<file path="src/rtl/serial_paralelo_rx_param_if.sv">
// Serial receiver bundle: the serial line in, and the parallel word path out.
// data_in is driven by the line side; everything else is driven by the receiver.
// Flow semantics: no back-pressure exists. valid_out qualifies sp_out for the WIDTH
// cycles following a word boundary; the consumer samples sp_out when word_stb
// pulses together with valid_out. A word is never repeated or held off.
interface serial_paralelo_rx_param_if #(
    parameter int WIDTH = 8
) ();
    logic             data_in;
    logic [WIDTH-1:0] sp_out;
    logic             valid_out;
    logic             active;
    logic             word_stb;
    logic             comma_det;
    logic [1:0]       state_dbg;

    // line / consumer side
    modport master (
        output data_in,
        input  sp_out, valid_out, active, word_stb, comma_det, state_dbg
    );

    // receiver side
    modport slave (
        input  data_in,
        output sp_out, valid_out, active, word_stb, comma_det, state_dbg
    );
endinterface

</file>
<file path="src/rtl/serial_paralelo_rx_param.sv">
// Parametrised serial-to-parallel receiver. Hunts for COMMA at any bit offset,
// aligns the word boundary to it, locks after LOCK_COUNT aligned commas and then
// delivers non-comma words on sp_out. An optional watchdog drops lock after
// MAX_GAP consecutive non-comma words.
module serial_paralelo_rx_param #(
    parameter int               WIDTH      = 8,
    parameter logic [WIDTH-1:0] COMMA      = 8'hBC,
    parameter int               LOCK_COUNT = 4,
    parameter int               MAX_GAP    = 0,
    parameter int               GAP_W      = 8
) (
    input  logic                       clk_32f,
    input  logic                       reset_L,
    serial_paralelo_rx_param_if.slave  rx
);

    localparam int CNT_W = $clog2(WIDTH);
    localparam int CC_W  = $clog2(LOCK_COUNT + 1);

    localparam logic [CNT_W-1:0] LAST_BIT  = CNT_W'(WIDTH - 1);
    localparam logic [CC_W-1:0]  LOCK_V    = CC_W'(LOCK_COUNT);
    localparam logic [GAP_W-1:0] GAP_LIMIT = GAP_W'(MAX_GAP);
    localparam logic [GAP_W-1:0] GAP_SAT   = '1;

    // Debug encoding exported on state_dbg: HUNT=0, SYNC=1, ACTIVE=2.
    typedef enum logic [1:0] {
        HUNT   = 2'd0,
        SYNC   = 2'd1,
        ACTIVE = 2'd2
    } state_t;

    state_t           state,       state_n;
    logic [WIDTH-1:0] sr,          sr_n;
    logic [CNT_W-1:0] bit_cnt,     bit_cnt_n;
    logic [CC_W-1:0]  comma_cnt,   comma_cnt_n;
    logic [GAP_W-1:0] gap_cnt,     gap_cnt_n;
    logic [WIDTH-1:0] sp_q,        sp_n;
    logic             valid_q,     valid_n;
    logic             active_q,    active_n;
    logic             word_stb_q,  word_stb_n;
    logic             comma_det_q, comma_det_n;

    logic [WIDTH-1:0] nxt;
    logic             is_comma;
    logic             at_boundary;
    logic [CC_W-1:0]  comma_inc;
    logic [GAP_W-1:0] gap_inc;

    // Next-state and output decode; every target gets its hold/default value first.
    always_comb begin
        nxt         = {sr[WIDTH-2:0], rx.data_in};
        is_comma    = (nxt == COMMA);
        at_boundary = (bit_cnt == LAST_BIT);
        comma_inc   = (comma_cnt >= LOCK_V) ? comma_cnt : comma_cnt + CC_W'(1);
        gap_inc     = (gap_cnt == GAP_SAT) ? gap_cnt : gap_cnt + GAP_W'(1);

        state_n     = state;
        sr_n        = nxt;
        bit_cnt_n   = at_boundary ? '0 : bit_cnt + CNT_W'(1);
        comma_cnt_n = comma_cnt;
        gap_cnt_n   = gap_cnt;
        sp_n        = sp_q;
        valid_n     = valid_q;
        active_n    = active_q;
        word_stb_n  = 1'b0;
        comma_det_n = 1'b0;

        case (state)
            HUNT: begin
                // Bit offset is unknown here, so the comparison runs every cycle.
                gap_cnt_n = '0;
                valid_n   = 1'b0;
                active_n  = 1'b0;
                if (is_comma) begin
                    // This edge becomes the word boundary.
                    bit_cnt_n   = '0;
                    comma_cnt_n = CC_W'(1);
                    comma_det_n = 1'b1;
                    if (LOCK_COUNT == 1) begin
                        state_n  = ACTIVE;
                        active_n = 1'b1;
                    end else begin
                        state_n = SYNC;
                    end
                end
            end

            SYNC: begin
                gap_cnt_n = '0;
                if (at_boundary) begin
                    word_stb_n = 1'b1;
                    if (is_comma) begin
                        comma_cnt_n = comma_inc;
                        comma_det_n = 1'b1;
                        if (comma_inc >= LOCK_V) begin
                            state_n  = ACTIVE;
                            active_n = 1'b1;
                        end
                    end else begin
                        // Alignment was a false hit; start the hunt over.
                        comma_cnt_n = '0;
                        state_n     = HUNT;
                    end
                end
            end

            ACTIVE: begin
                if (at_boundary) begin
                    word_stb_n = 1'b1;
                    if (is_comma) begin
                        valid_n     = 1'b0;
                        comma_det_n = 1'b1;
                        gap_cnt_n   = '0;
                    end else begin
                        sp_n      = nxt;
                        valid_n   = 1'b1;
                        gap_cnt_n = gap_inc;
                        if ((MAX_GAP != 0) && (gap_inc == GAP_LIMIT)) begin
                            // Too long without a comma: assume alignment is lost.
                            state_n     = HUNT;
                            active_n    = 1'b0;
                            valid_n     = 1'b0;
                            comma_cnt_n = '0;
                        end
                    end
                end
            end

            default: begin
                state_n  = HUNT;
                valid_n  = 1'b0;
                active_n = 1'b0;
            end
        endcase
    end

    // State and output registers; reset clears everything immediately, even mid-word.
    always_ff @(posedge clk_32f or negedge reset_L) begin
        if (!reset_L) begin
            state       <= HUNT;
            sr          <= '0;
            bit_cnt     <= '0;
            comma_cnt   <= '0;
            gap_cnt     <= '0;
            sp_q        <= '0;
            valid_q     <= 1'b0;
            active_q    <= 1'b0;
            word_stb_q  <= 1'b0;
            comma_det_q <= 1'b0;
        end else begin
            state       <= state_n;
            sr          <= sr_n;
            bit_cnt     <= bit_cnt_n;
            comma_cnt   <= comma_cnt_n;
            gap_cnt     <= gap_cnt_n;
            sp_q        <= sp_n;
            valid_q     <= valid_n;
            active_q    <= active_n;
            word_stb_q  <= word_stb_n;
            comma_det_q <= comma_det_n;
        end
    end

    assign rx.sp_out    = sp_q;
    assign rx.valid_out = valid_q;
    assign rx.active    = active_q;
    assign rx.word_stb  = word_stb_q;
    assign rx.comma_det = comma_det_q;
    assign rx.state_dbg = state;

endmodule
</file>
<file path="src/flat_wrapper.sv">
// flat-port wrapper written by rule: the top's interface ports become plain ports
module serial_paralelo_rx_param_flat 
#(
    parameter int               WIDTH      = 8,
    parameter logic [WIDTH-1:0] COMMA      = 8'hBC,
    parameter int               LOCK_COUNT = 4,
    parameter int               MAX_GAP    = 0,
    parameter int               GAP_W      = 8
)
  (clk_32f, reset_L, rx_data_in, rx_sp_out, rx_valid_out, rx_active, rx_word_stb, rx_comma_det, rx_state_dbg);
  serial_paralelo_rx_param_if #(.WIDTH(WIDTH)) rx_i ();
  input  logic clk_32f;
  input  logic reset_L;
  input wire logic [$bits(rx_i.data_in)-1:0] rx_data_in;
  output wire logic [$bits(rx_i.sp_out)-1:0] rx_sp_out;
  output wire logic [$bits(rx_i.valid_out)-1:0] rx_valid_out;
  output wire logic [$bits(rx_i.active)-1:0] rx_active;
  output wire logic [$bits(rx_i.word_stb)-1:0] rx_word_stb;
  output wire logic [$bits(rx_i.comma_det)-1:0] rx_comma_det;
  output wire logic [$bits(rx_i.state_dbg)-1:0] rx_state_dbg;
  assign rx_i.data_in = rx_data_in;
  assign rx_sp_out = rx_i.sp_out;
  assign rx_valid_out = rx_i.valid_out;
  assign rx_active = rx_i.active;
  assign rx_word_stb = rx_i.word_stb;
  assign rx_comma_det = rx_i.comma_det;
  assign rx_state_dbg = rx_i.state_dbg;
  serial_paralelo_rx_param #(.WIDTH(WIDTH), .COMMA(COMMA), .LOCK_COUNT(LOCK_COUNT), .MAX_GAP(MAX_GAP), .GAP_W(GAP_W)) u_core (.clk_32f(clk_32f), .reset_L(reset_L), .rx(rx_i));
endmodule
</file>
<file path="config.mk">
export PLATFORM = sky130hd
export DESIGN_NAME = serial_paralelo_rx_param_flat
export DESIGN_NICKNAME = d
export VERILOG_FILES = /design/src/rtl/serial_paralelo_rx_param_if.sv /design/src/rtl/serial_paralelo_rx_param.sv /design/src/flat_wrapper.sv
export SDC_FILE = /design/constraint.sdc
export NUM_CORES = 1
export LEC_CHECK = 0
export BUFFER_PORTS_ARGS = -buffer_cell sky130_fd_sc_hd__buf_4
export CORE_UTILIZATION = 45
export DETAILED_ROUTE_END_ITERATION = 16
export HOLD_SLACK_MARGIN = 0.03
export PLACE_DENSITY = 0.64
export SLEW_MARGIN = 25
export SYNTH_ARGS = -nofsm -noshare
export SYNTH_HDL_FRONTEND = slang
export SYNTH_SLANG_ARGS = --single-unit
</file>
<file path="constraint.sdc">
create_clock -name clk_32f -period 3.1 [get_ports clk_32f]
set_input_delay 0.62 -clock clk_32f [delete_from_list [all_inputs] [get_ports clk_32f]]
set_output_delay 0.62 -clock clk_32f [all_outputs]
set_load 0.02 [all_outputs]
</file>
==> Word level (Yosys, flattened, before mapping) <==
Cells that the tools add are included.
W data, S select, Z words.
{ "totals": {"mem_bits_ro": 0, "latchBits": 0, "memories": 0, "elab_cells": 59, "ff_bits": 27, "mem_bits_rw": 0} }
{ "classes": {"n_mul": 0, "div": 0, "bitwise": 3, "n_shift": 0, "reduce_logical": 8, "n_lt_le_gt_ge": 2, "add_sub_neg": 2, "mux": 25, "eq_ne": 10} }
{ "op_table": {"columns": ["cell", "count"], "rows": [
  ["$mux W3", 7],
  ["$ne A2 B1 Y1 const B", 5],
  ["$mux W1", 9],
  ["$eq A8 B8 Y1 const B", 1],
  ["$mux W2", 4],
  ["$reduce_and A4 Y1", 2],
  ["$add A3 B1 Y3 const B", 2],
  ["$ge A3 B3 Y1 const B", 2],
  ["$pmux W1 S2", 3],
  ["$pmux W2 S3", 1],
  ["$pmux W3 S2", 1],
  ["$reduce_and A3 Y1", 2],
  ["$eq A3 B3 Y1 const B", 1],
  ["$ne A3 B3 Y1 const B", 1],
  ["$not A1 Y1", 3],
  ["$eq A2 B1 Y1 const B", 1],
  ["$eq A2 B2 Y1 const B", 1],
  ["$logic_not A2 Y1", 1],
  ["$reduce_and A2 Y1", 1],
  ["$reduce_bool A2 Y1", 1],
  ["$reduce_or A2 Y1", 1]
]} }

==> Logic depth before layout (Yosys ltp) <==
{ "logic_depth": {"depth_word": 7, "depth_mapped": 7, "mapped_depth_nobuf": 6} }

==> Worst setup path before layout <==
No wires, ideal clock.
{ "synth_timing": {"path_kind": "reg-to-reg", "start": "register u_core.state[1] (netlist: u_core.rx.state_dbg[1])", "end": "register u_core.state[0] (netlist: u_core.rx.state_dbg[0])", "t_arrival_ps": 1714, "stages_incl_launch_ff": 7, "setup_slack_ps": 1259, "period_less_slack_ps": 1841, "required_ps": 2972, "setup_time_ps": 128, "cell_sequence": "dfrtp_1 -> inv_1 -> ha_1 -> nor2b_4 -> or2_1 -> a311oi_2 -> mux2_1"} }
{ "synth_between": {"elab_chain_cells": 3, "word_cells_on_any_way": 9, "cone_classes": "eq/ne (5); mux (1); bitwise (1); reduce/logical (2)"} }
{ "synth_rtl": {"columns": ["element", "line", "text"], "rows": [
  ["start, declared", "serial_paralelo_rx_param.sv:32", "state_t state, state_n;"],
  ["start signal, assigned", "serial_paralelo_rx_param.sv:151", "state <= state_n;"],
  ["$eq A2 B1 Y1, or another cell as far along", "serial_paralelo_rx_param.sv:68", "case (state)"],
  ["$ne A3 B3 Y1 (no line), or another cell as far along", null, null],
  ["$reduce_and A4 Y1 (no line)", null, null]
]} }
Parallel ways exist; a longest one is shown, timed or not.
A chain may end at the register's enable or synchronous reset.

==> Worst setup path after layout <==
Ends and elaborated chain as after synthesis.

==> metrics.csv <==
metric,value,unit
cts_tree,yes,
crit_path_end_kind,register,
fmaxAchievable,484,MHz
ys_warn_count,0,
vdd_ir_drop_max,343,uV
crit_type,register to register,
grt_pass1_wl,3550,um
period_needed,2.07,ns
setup_viol,0,
layout-drive-gt1-share,29.3,%
synth_cell_types,30,
skew,0.0160,ns
yosysSeqAreaShare,55.6,%
hold_viol,0,
nFillCells,223,
place_area,1360,sq um
place_worst_setup_slack,1.07,ns
cts-root-buf,clkbuf_4,
clock_path_buffers,2,
final_nets,129,
die-area,2910,sq um
final_max_slew_viol_count,0,
clkTransAtPathRegs,0.16,ns
first_pass_iters,4,
synth_nets,110,
synth_area,1220,sq um
cp-start-kind,register,
hold_buffers,0,
fin_util,54.9,%
h-tree-depth,1,
min_path_type,input port to async pin,
routed_wl,2130,um
finalPower,0.000829,W
regArea,676,sq um
initial_core_util,48.2,%
mostFrequentLayoutCell,dfrtp_1,
drc,0,
portBuffers,16,
relSlewSlack,73.1,%
post-cts-setup-buffers,0,
tns,0,ns
maxCapViolCount,0,
pwr_density_cell,599,nW/um^2
core,2520,sq um
syn_avg_cell_area,12.4,sq um
io-pin-count,17,
arrival,2.28,ns
cts.sink_count,27,
die_h,54.0,um
setup_slack,1.03,ns
grt_use_total,17.6,%
first_iter_violations,9,
layout_common_cells,"dfrtp_1, buf_4, ha_1",
reg2regPathDepth,6,
overflow,0,
worst-path-max-fanout,11,
rsz0062_at_grt,false,
dpl.hpwl,1530,um
via_per_inst,5.35,
worstSkewPairLatency,0.33,ns
netlist_instances,98,
rows,18,
diodes,0,
status,completed,
antenna_found_initial,0,
cp_data_required_time,3.31,ns
grt_max_degree,28,
wire_per_inst,14.6,um
area_delta_synth_final,13.9,%
cts_resized,0,
ys_ff_latch,27,
route.antenna.remaining_nets,0,
tightestPinTransition,0.404,ns
gp_congestion,0.772,
finalCritPeriodShare,66.7,%
multi_input_area,499,sq um
vias,781,
cts_made_buffers,3,
dieWidth,54.0,um
design_area,1390,sq um
p_leak,0.674,nW
grt_pass1_vias,793,
-- cell usage after synthesis (all sizes together) --
master / n / area (sq um)
a211oi: 1 / 7.51
a21boi: 1 / 7.51
a21o: 1 / 7.51
a21oi: 5 / 25.0
a311oi: 1 / 15.0
and2: 4 / 28.8
and3: 1 / 6.26
and4b: 1 / 10.0
and4bb: 1 / 16.3
buf: 2 / 18.8
dfrtp: 27 / 676
ha: 9 / 113
inv: 6 / 22.5
mux2: 9 / 101
mux2i: 1 / 10.0
nand2: 4 / 15.0
nand3: 3 / 20.0
nor2: 6 / 22.5
nor2b: 1 / 13.8
nor3: 3 / 15.0
nor3b: 2 / 15.0
o211ai: 1 / 7.51
o21ai: 6 / 30.0
o22ai: 1 / 6.26
or2: 1 / 6.26
-- routing by layer --
metal / global-route usage [%] / vias up / share of wire (%)
met5: 0 / - / 0
met4: 7.69 / 0 / 0.94
met3: 3.39 / 2 / 2.9
met2: 29.8 / 20 / 48
met1: 21.6 / 384 / 48
li1: - / 375 / -
-- final cells by class --
cell class              instances  area share (%)
clock buffers                   3            1.63
multi-input cells              63            36.0
repair buffers                 16            8.67
clock inverters                 1           0.542
flip-flops and latches         27            48.8
well taps                      30            2.71
inverters                       6            1.63
-- critical path, cell delays in order, from the launching register on --
cell and delay [ns]:
dfrtp_1 0.46, inv_1 0.11, ha_1 0.34, nor2b_4 0.19
or2_1 0.24, a311oi_2 0.26, mux2_1 0.34
-- path summary, 6_finish.rpt --
path	slack (ns)	endpoint	start
max in group asynchronous	2.67	u_core.rx.valid_out$_DFFE_PN0P_	reset_L
worst min-delay path	0.16	u_core.rx.word_stb$_DFF_PN0_	reset_L
worst min register to register	0.41	u_core.sr[6]$_DFF_PN0_	u_core.sr[5]$_DFF_PN0_
worst max register to register	1.03	u_core.rx.state_dbg[0]$_DFFE_PN0P_	u_core.rx.state_dbg[1]$_DFFE_PN0P_
worst max-delay path	1.03	u_core.rx.state_dbg[0]$_DFFE_PN0P_	u_core.rx.state_dbg[1]$_DFFE_PN0P_
min in group clk_32f	0.40	u_core.sr[0]$_DFF_PN0_	rx_data_in
-- registers in the layout (all words and copies together) (netlist names) --
signal               count
u_core.bit_cnt           3
u_core.rx.comma_det      1
u_core.comma_cnt         3
u_core.rx.sp_out         8
u_core.rx.state_dbg      2
u_core.rx.valid_out      1
u_core.rx.word_stb       1
u_core.rx.active         1
u_core.sr                7
-- power breakdown --
group / leakage, nW / total (W) / switching (W) / internal, W
Clock: 0.0139 / 0.000154 / 0.000105 / 0.0000493
Combinational: 0.314 / 0.000255 / 0.000142 / 0.000113
Sequential: 0.347 / 0.000420 / 0.0000309 / 0.000389
-- stage by stage --
step,hold WS [ns],cells
after CTS,0.167,146
after detailed placement,0.381,142
after global placement,0.372,142
after global routing,0.173,146
final,0.160,146
after floorplan,0.324,98
-- kinds of logic (layout without fill, tap and decap cells) --
logic type / Yosys count / in the layout / share of synthesized area (%)
multiplexers: 10 / 10 / 9.16
AND/OR/NAND/NOR: 27 / 27 / 13.9
buffers and inverters: 8 / 26 / 3.40
adder cells (fa/ha/maj): 9 / 9 / 9.26
AO/OA/AOI/OAI: 17 / 17 / 8.75
flip-flops: 27 / 27 / 55.6
Power figures use the tool's default switching activity.
